--- src/rtl/err_rate_mon_if.sv ---
// err_rate_mon_if: sample bus into the error-rate monitor and its registered status back to the control unit.
interface err_rate_mon_if #(parameter int W = 8);
    logic         vld;
    logic [2:0]   en;
    logic [W-1:0] d0;
    logic [W-1:0] d1;
    logic [W-1:0] d2;
    logic         chk_err;
    logic [3:0]   err_rate;
    logic         win_done;
    logic [1:0]   bad_idx;
    modport master (output vld, en, d0, d1, d2, chk_err, input err_rate, win_done, bad_idx);
    modport slave (input vld, en, d0, d1, d2, chk_err, output err_rate, win_done, bad_idx);
endinterface

--- src/rtl/err_rate_mon.sv ---
// err_rate_mon: counts erroneous TMR samples per window of WIN valid samples and publishes a saturated 4-bit rate.
// Define ERR_RATE_MON_DECAY_EN to publish the rounded-up average of the new count and the previous rate.
module err_rate_mon #(
    parameter int W   = 8,
    parameter int WIN = 16
) (
    input logic clk,
    input logic rst,
    err_rate_mon_if.slave bus
);
    localparam int WW = $clog2(WIN);
    logic [W-1:0]  d0, d1, d2;
    logic [WW-1:0] widx_q, widx_d;
    logic [3:0]    ecnt_q, ecnt_d, rate_q, rate_d, c;
    logic          done_q, done_d;
    logic [1:0]    bad_q, bad_d;
    logic          tmr, mis, e, last;
`ifdef ERR_RATE_MON_DECAY_EN
    logic [4:0]    sum;
`endif
    assign d0 = bus.d0;
    assign d1 = bus.d1;
    assign d2 = bus.d2;
    always_comb begin
        tmr    = bus.en == 3'b111;
        mis    = !(d0 == d1 && d1 == d2);
        e      = bus.chk_err | (tmr & mis);
        // the closing sample is folded into the published count
        c      = (ecnt_q == 4'hF) ? ecnt_q : ecnt_q + {3'b000, e};
        last   = widx_q == WW'(WIN - 1);
        widx_d = !bus.vld ? widx_q : last ? '0 : widx_q + WW'(1);
        ecnt_d = !bus.vld ? ecnt_q : last ? '0 : c;
        done_d = bus.vld & last;
`ifdef ERR_RATE_MON_DECAY_EN
        sum    = {1'b0, rate_q} + {1'b0, c} + 5'd1;
        rate_d = done_d ? 4'(sum >> 1) : rate_q;
`else
        rate_d = done_d ? c : rate_q;
`endif
        bad_d  = !(bus.vld & tmr & mis) ? bad_q :
                 (d1 == d2) ? 2'b01 :
                 (d0 == d2) ? 2'b10 :
                 (d0 == d1) ? 2'b11 : 2'b00;
    end
    always_ff @(posedge clk or posedge rst) begin
        if (rst) begin
            widx_q <= '0;
            ecnt_q <= '0;
            rate_q <= '0;
            done_q <= 1'b0;
            bad_q  <= 2'b00;
        end else begin
            widx_q <= widx_d;
            ecnt_q <= ecnt_d;
            rate_q <= rate_d;
            done_q <= done_d;
            bad_q  <= bad_d;
        end
    end
    assign bus.err_rate = rate_q;
    assign bus.win_done = done_q;
    assign bus.bad_idx  = bad_q;
endmodule

--- src/flat_wrapper.sv ---
// flat-port wrapper written by rule: the top's interface ports become plain ports
module err_rate_mon_flat 
#(
    parameter int W   = 8,
    parameter int WIN = 16
)
  (clk, rst, bus_vld, bus_en, bus_d0, bus_d1, bus_d2, bus_chk_err, bus_err_rate, bus_win_done, bus_bad_idx);
  err_rate_mon_if #(.W(W)) bus_i ();
  input logic clk;
  input logic rst;
  input wire logic [$bits(bus_i.vld)-1:0] bus_vld;
  input wire logic [$bits(bus_i.en)-1:0] bus_en;
  input wire logic [$bits(bus_i.d0)-1:0] bus_d0;
  input wire logic [$bits(bus_i.d1)-1:0] bus_d1;
  input wire logic [$bits(bus_i.d2)-1:0] bus_d2;
  input wire logic [$bits(bus_i.chk_err)-1:0] bus_chk_err;
  output wire logic [$bits(bus_i.err_rate)-1:0] bus_err_rate;
  output wire logic [$bits(bus_i.win_done)-1:0] bus_win_done;
  output wire logic [$bits(bus_i.bad_idx)-1:0] bus_bad_idx;
  assign bus_i.vld = bus_vld;
  assign bus_i.en = bus_en;
  assign bus_i.d0 = bus_d0;
  assign bus_i.d1 = bus_d1;
  assign bus_i.d2 = bus_d2;
  assign bus_i.chk_err = bus_chk_err;
  assign bus_err_rate = bus_i.err_rate;
  assign bus_win_done = bus_i.win_done;
  assign bus_bad_idx = bus_i.bad_idx;
  err_rate_mon #(.W(W), .WIN(WIN)) u_core (.clk(clk), .rst(rst), .bus(bus_i));
endmodule
--- config.mk ---
export PLATFORM = sky130hd
export DESIGN_NAME = err_rate_mon_flat
export DESIGN_NICKNAME = d
export VERILOG_FILES = /design/src/rtl/err_rate_mon_if.sv /design/src/rtl/err_rate_mon.sv /design/src/flat_wrapper.sv
export SDC_FILE = /design/constraint.sdc
export NUM_CORES = 1
export LEC_CHECK = 0
export CORE_MARGIN = 2
export CORE_UTILIZATION = 43
export DETAILED_ROUTE_END_ITERATION = 6
export PLACE_DENSITY = 0.79
export SYNTH_ARGS = -nofsm -noshare
export SYNTH_HDL_FRONTEND = slang
export SYNTH_SLANG_ARGS = --single-unit
--- constraint.sdc ---
create_clock -name clk -period 1.8 [get_ports clk]
set_clock_uncertainty 0.15 [all_clocks]
set_input_delay 0.18 -clock clk [delete_from_list [all_inputs] [get_ports clk]]
set_output_delay 0.18 -clock clk [all_outputs]
set_load 0.05 [all_outputs]
==> flow_metrics.env <==
export IMPL_peakVddDrop_v=0.001108
export IMPL_max_slew_margin=0.6048
export IMPL_dieHeight_um=51.34
export IMPL_cts_root_buf="clkbuf_4"
export IMPL_drc=0
export IMPL_drtIter0Drc=23
export IMPL_vias_per_cell=5.205
export IMPL_grt_max_degree=16
export IMPL_design_area_mm2=0.001637
export IMPL_fin_crit_sh=1.021
export IMPL_drt_antenna_violating_nets=0
export IMPL_seqPwrFrac=0.378
export IMPL_syn_num_nets=136
export IMPL_syn_to_final_growth_pct=69.87
export IMPL_finalPower_uw=1503
export IMPL_worstSetupEndpointType="register"
export IMPL_switching_share=0.4284
export IMPL_p_int_uw=859.0
export IMPL_setup_viol=4
export IMPL_grt_overflow=0
export IMPL_finalHoldViolations=0
export IMPL_final_common_cell="buf_4"
export IMPL_die_w_um=51.34
export IMPL_status="complete, but fails checks"
export IMPL_cts_buffers=3
export IMPL_core_area_mm2=0.002170
export IMPL_synth_mux_area_frac=0.03247
export IMPL_path_max_fanout=3
export IMPL_path_buf_inv=1
export IMPL_path_class="input port to register"
export IMPL_synthXorXnorAreaFrac=0.2364
export IMPL_cts_htree_levels=1
export IMPL_cp_cell_sequence="buf_8 -> xor2_2 -> nor4_2 -> nand4_1 -> a41o_1 -> ha_4 -> ha_4 -> xor2_1 -> nor2_1 -> o21ai_1"
export IMPL_p_sw_uw=643.7
export IMPL_antenna_found_initial=0
export IMPL_grt_pass1_wl_um=4588
export IMPL_required_ns=1.81
export IMPL_synth_simple_area_share=0.1649
export IMPL_wl_um=2844
export IMPL_firstDrtPassIters=4
export IMPL_port_buffer_count=37
export IMPL_syn_cell_area_um2=963.4
export IMPL_clkLatencyLatePin_ns=0.29
export IMPL_clock_sinks=15
export IMPL_hp_class="input port to async pin"
export IMPL_drive_gt1_frac=0.4671
export IMPL_globalRouteTotalUtil=0.2417
export IMPL_wl_per_cell_um=14.58
export IMPL_cts_tree="yes"
export IMPL_final_cell_mix="buf_4 (31), xor2_1 (18), dfrtp_1 (15), nand2_1 (13), buf_2 (12)"
export IMPL_cts_clk_slew_worst_paths_ns=0.09
export IMPL_synth_area_per_cell_um2=9.445
export IMPL_grt_setup_unrepaired="yes"
export IMPL_yosysUniqueCellTypes=22
export IMPL_worst_slack_ns=-0.03750
export IMPL_maxSlewViolCount=0
export IMPL_fin_crit_ns=1.838
export IMPL_dp_hpwl_um=2064
export IMPL_rows=17
export IMPL_fill_cells=159
export IMPL_start_util=0.4441
export IMPL_maxCapViolations=0
export IMPL_diodes=0
export IMPL_crit_top_cell="ha_4"
export IMPL_io_pins=38
export IMPL_clock_fmax_ghz=0.5442
export IMPL_p_comb_frac=0.497
export IMPL_tightest_slew_ns=0.5879
export IMPL_ys_ff_latch=15
export IMPL_clockBufferDepth=2
export IMPL_synth_fa_ha_area_frac=0.03896
export IMPL_synth_top_family_by_area="XOR/XNOR gates"
export IMPL_yosysWarnings=0
export IMPL_cp_data_arrival_time_ns=1.85
export IMPL_p_clk_frac=0.125
export IMPL_dpl_cell_area_mm2=0.001506
export IMPL_dieArea_mm2=0.002635
export IMPL_violations="negative setup slack"
export IMPL_leakagePower_uw=0.0007793
export IMPL_worstSetupStartpointType="input port"
export IMPL_gp_congestion=0.7654
export IMPL_power_density_mw_per_mm2=918.2
export IMPL_grt_pass1_vias=1001
export IMPL_synth_compound_area_frac=0.1091
export IMPL_seq_area_frac_synth=0.3896
export IMPL_cp_slowest_cell="nor4_2"
export IMPL_cp_top_family="simple AND/OR/NAND/NOR gates"
export IMPL_num_vias=1015
export IMPL_max_stage_delay_ns=0.34
export IMPL_final_nets=202
export IMPL_synthCells=102
[worst paths after layout]
| path | end | cells past startpoint | startpoint | slack, ns |
|---|---|---|---|---|
| min reg2reg | u_core.bus.err_rate[0] | 2 | u_core.bus.err_rate[0] | 0.33 |
| min | u_core.bus.bad_idx[0] | 2 | rst | 0.09 |
| max in group asynchronous | u_core.bus.err_rate[3] | 2 | rst | 1.03 |
| max | u_core.bus.err_rate[2] | 10 | bus_d1[7] | -0.04 |
| max reg2reg | u_core.bus.err_rate[0] | 4 | u_core.ecnt_q[2] | 0.18 |
| min in group clk | u_core.bus.err_rate[0] | 2 | u_core.bus.err_rate[0] | 0.33 |
[kinds of logic after synthesis]
family | after synthesis
flip-flops | 15
buffers and inverters | 7
XOR/XNOR | 26
adder cells (fa/ha/maj) | 3
AO/OA/AOI/OAI | 18
multiplexers | 3
AND/OR/NAND/NOR | 30
[synth_stat cells]
cell	n	area share
inv_1	6	0.023
ha_1	3	0.039
nor2_1	3	0.012
mux2_2	1	0.012
o21ai_1	2	0.010
a21boi_0	1	0.0078
dfrtp_1	15	0.39
xnor2_1	1	0.0091
a21oi_1	4	0.021
nand2_1	13	0.051
xor2_1	25	0.23
a22o_1	1	0.0091
nor4_1	5	0.032
mux2i_1	2	0.021
o21ai_0	6	0.031
nand4_1	3	0.019
buf_2	1	0.0052
nor4_2	2	0.026
and4_1	1	0.0091
o22ai_1	3	0.019
nand3_1	3	0.016
a41o_1	1	0.010
[through the flow]
stage	utilization	setup slack [ns]	TNS (ns)	cells	hold slack [ns]
global route	0.7543	-0.1105	-0.3386	195	0.1254
floorplan	-	-0.09221	-0.3509	102	-0.06852
detailed placement	0.6943	-0.7878	-6.153	183	0.3214
CTS	0.7313	-0.02979	-0.07331	194	0.1029
global placement	0.6943	-0.7422	-5.671	183	0.3126
finish	0.7543	-0.03750	-0.06646	195	0.08985
[worst register-to-register path: stages (launching register included)]
cell and delay (ns):
dfrtp_1 0.43, inv_1 0.10, nor4_2 0.56, nor2_1 0.15, o21ai_0 0.16
[power groups by stage]
stage / Clock, uW / Sequential, uW / Combinational [uW]
global route: 213 / 582 / 803
finish: 188 / 568 / 746
detailed placement: 0 / 560 / 678
CTS: 194 / 561 / 693
floorplan: 0 / 700 / 275
global placement: 0 / 553 / 658
[final cells by class]
type	instances	area, um^2	area share
clock inverters	1	5.005	0.003058
inverters	6	22.52	0.01376
repair buffers	62	488.0	0.2982
flip-flops and latches	15	375.4	0.2294
well taps	28	35.03	0.02141
clock buffers	3	22.52	0.01376
multi-input cells	80	688.2	0.4205
[sequential cells by signal, summed over array words and instances (netlist names)]
register and count:
u_core.bus.bad_idx 2, u_core.bus.err_rate 4, u_core.bus.win_done 1, u_core.ecnt_q 4
u_core.widx_q 4
[what timing repair did]
| item | in CTS | in global routing |
|---|---|---|
| buffers inserted | 7 | 2 |
| pin swaps | 21 | 13 |
| gates resized for setup | 103 | 25 |
| endpoints found under the setup margin | 8 | 10 |
| hold buffers | 0 | 0 |
[metal layers]
layer,vias up,track usage,wire length (um)
met4,0,0.05702,43
met3,8,0.07018,192
li1,478,-,-
met2,45,0.4048,1511
met5,-,0,0
met1,484,0.3089,1096
Note: power is estimated with default switching activity, not from simulation.
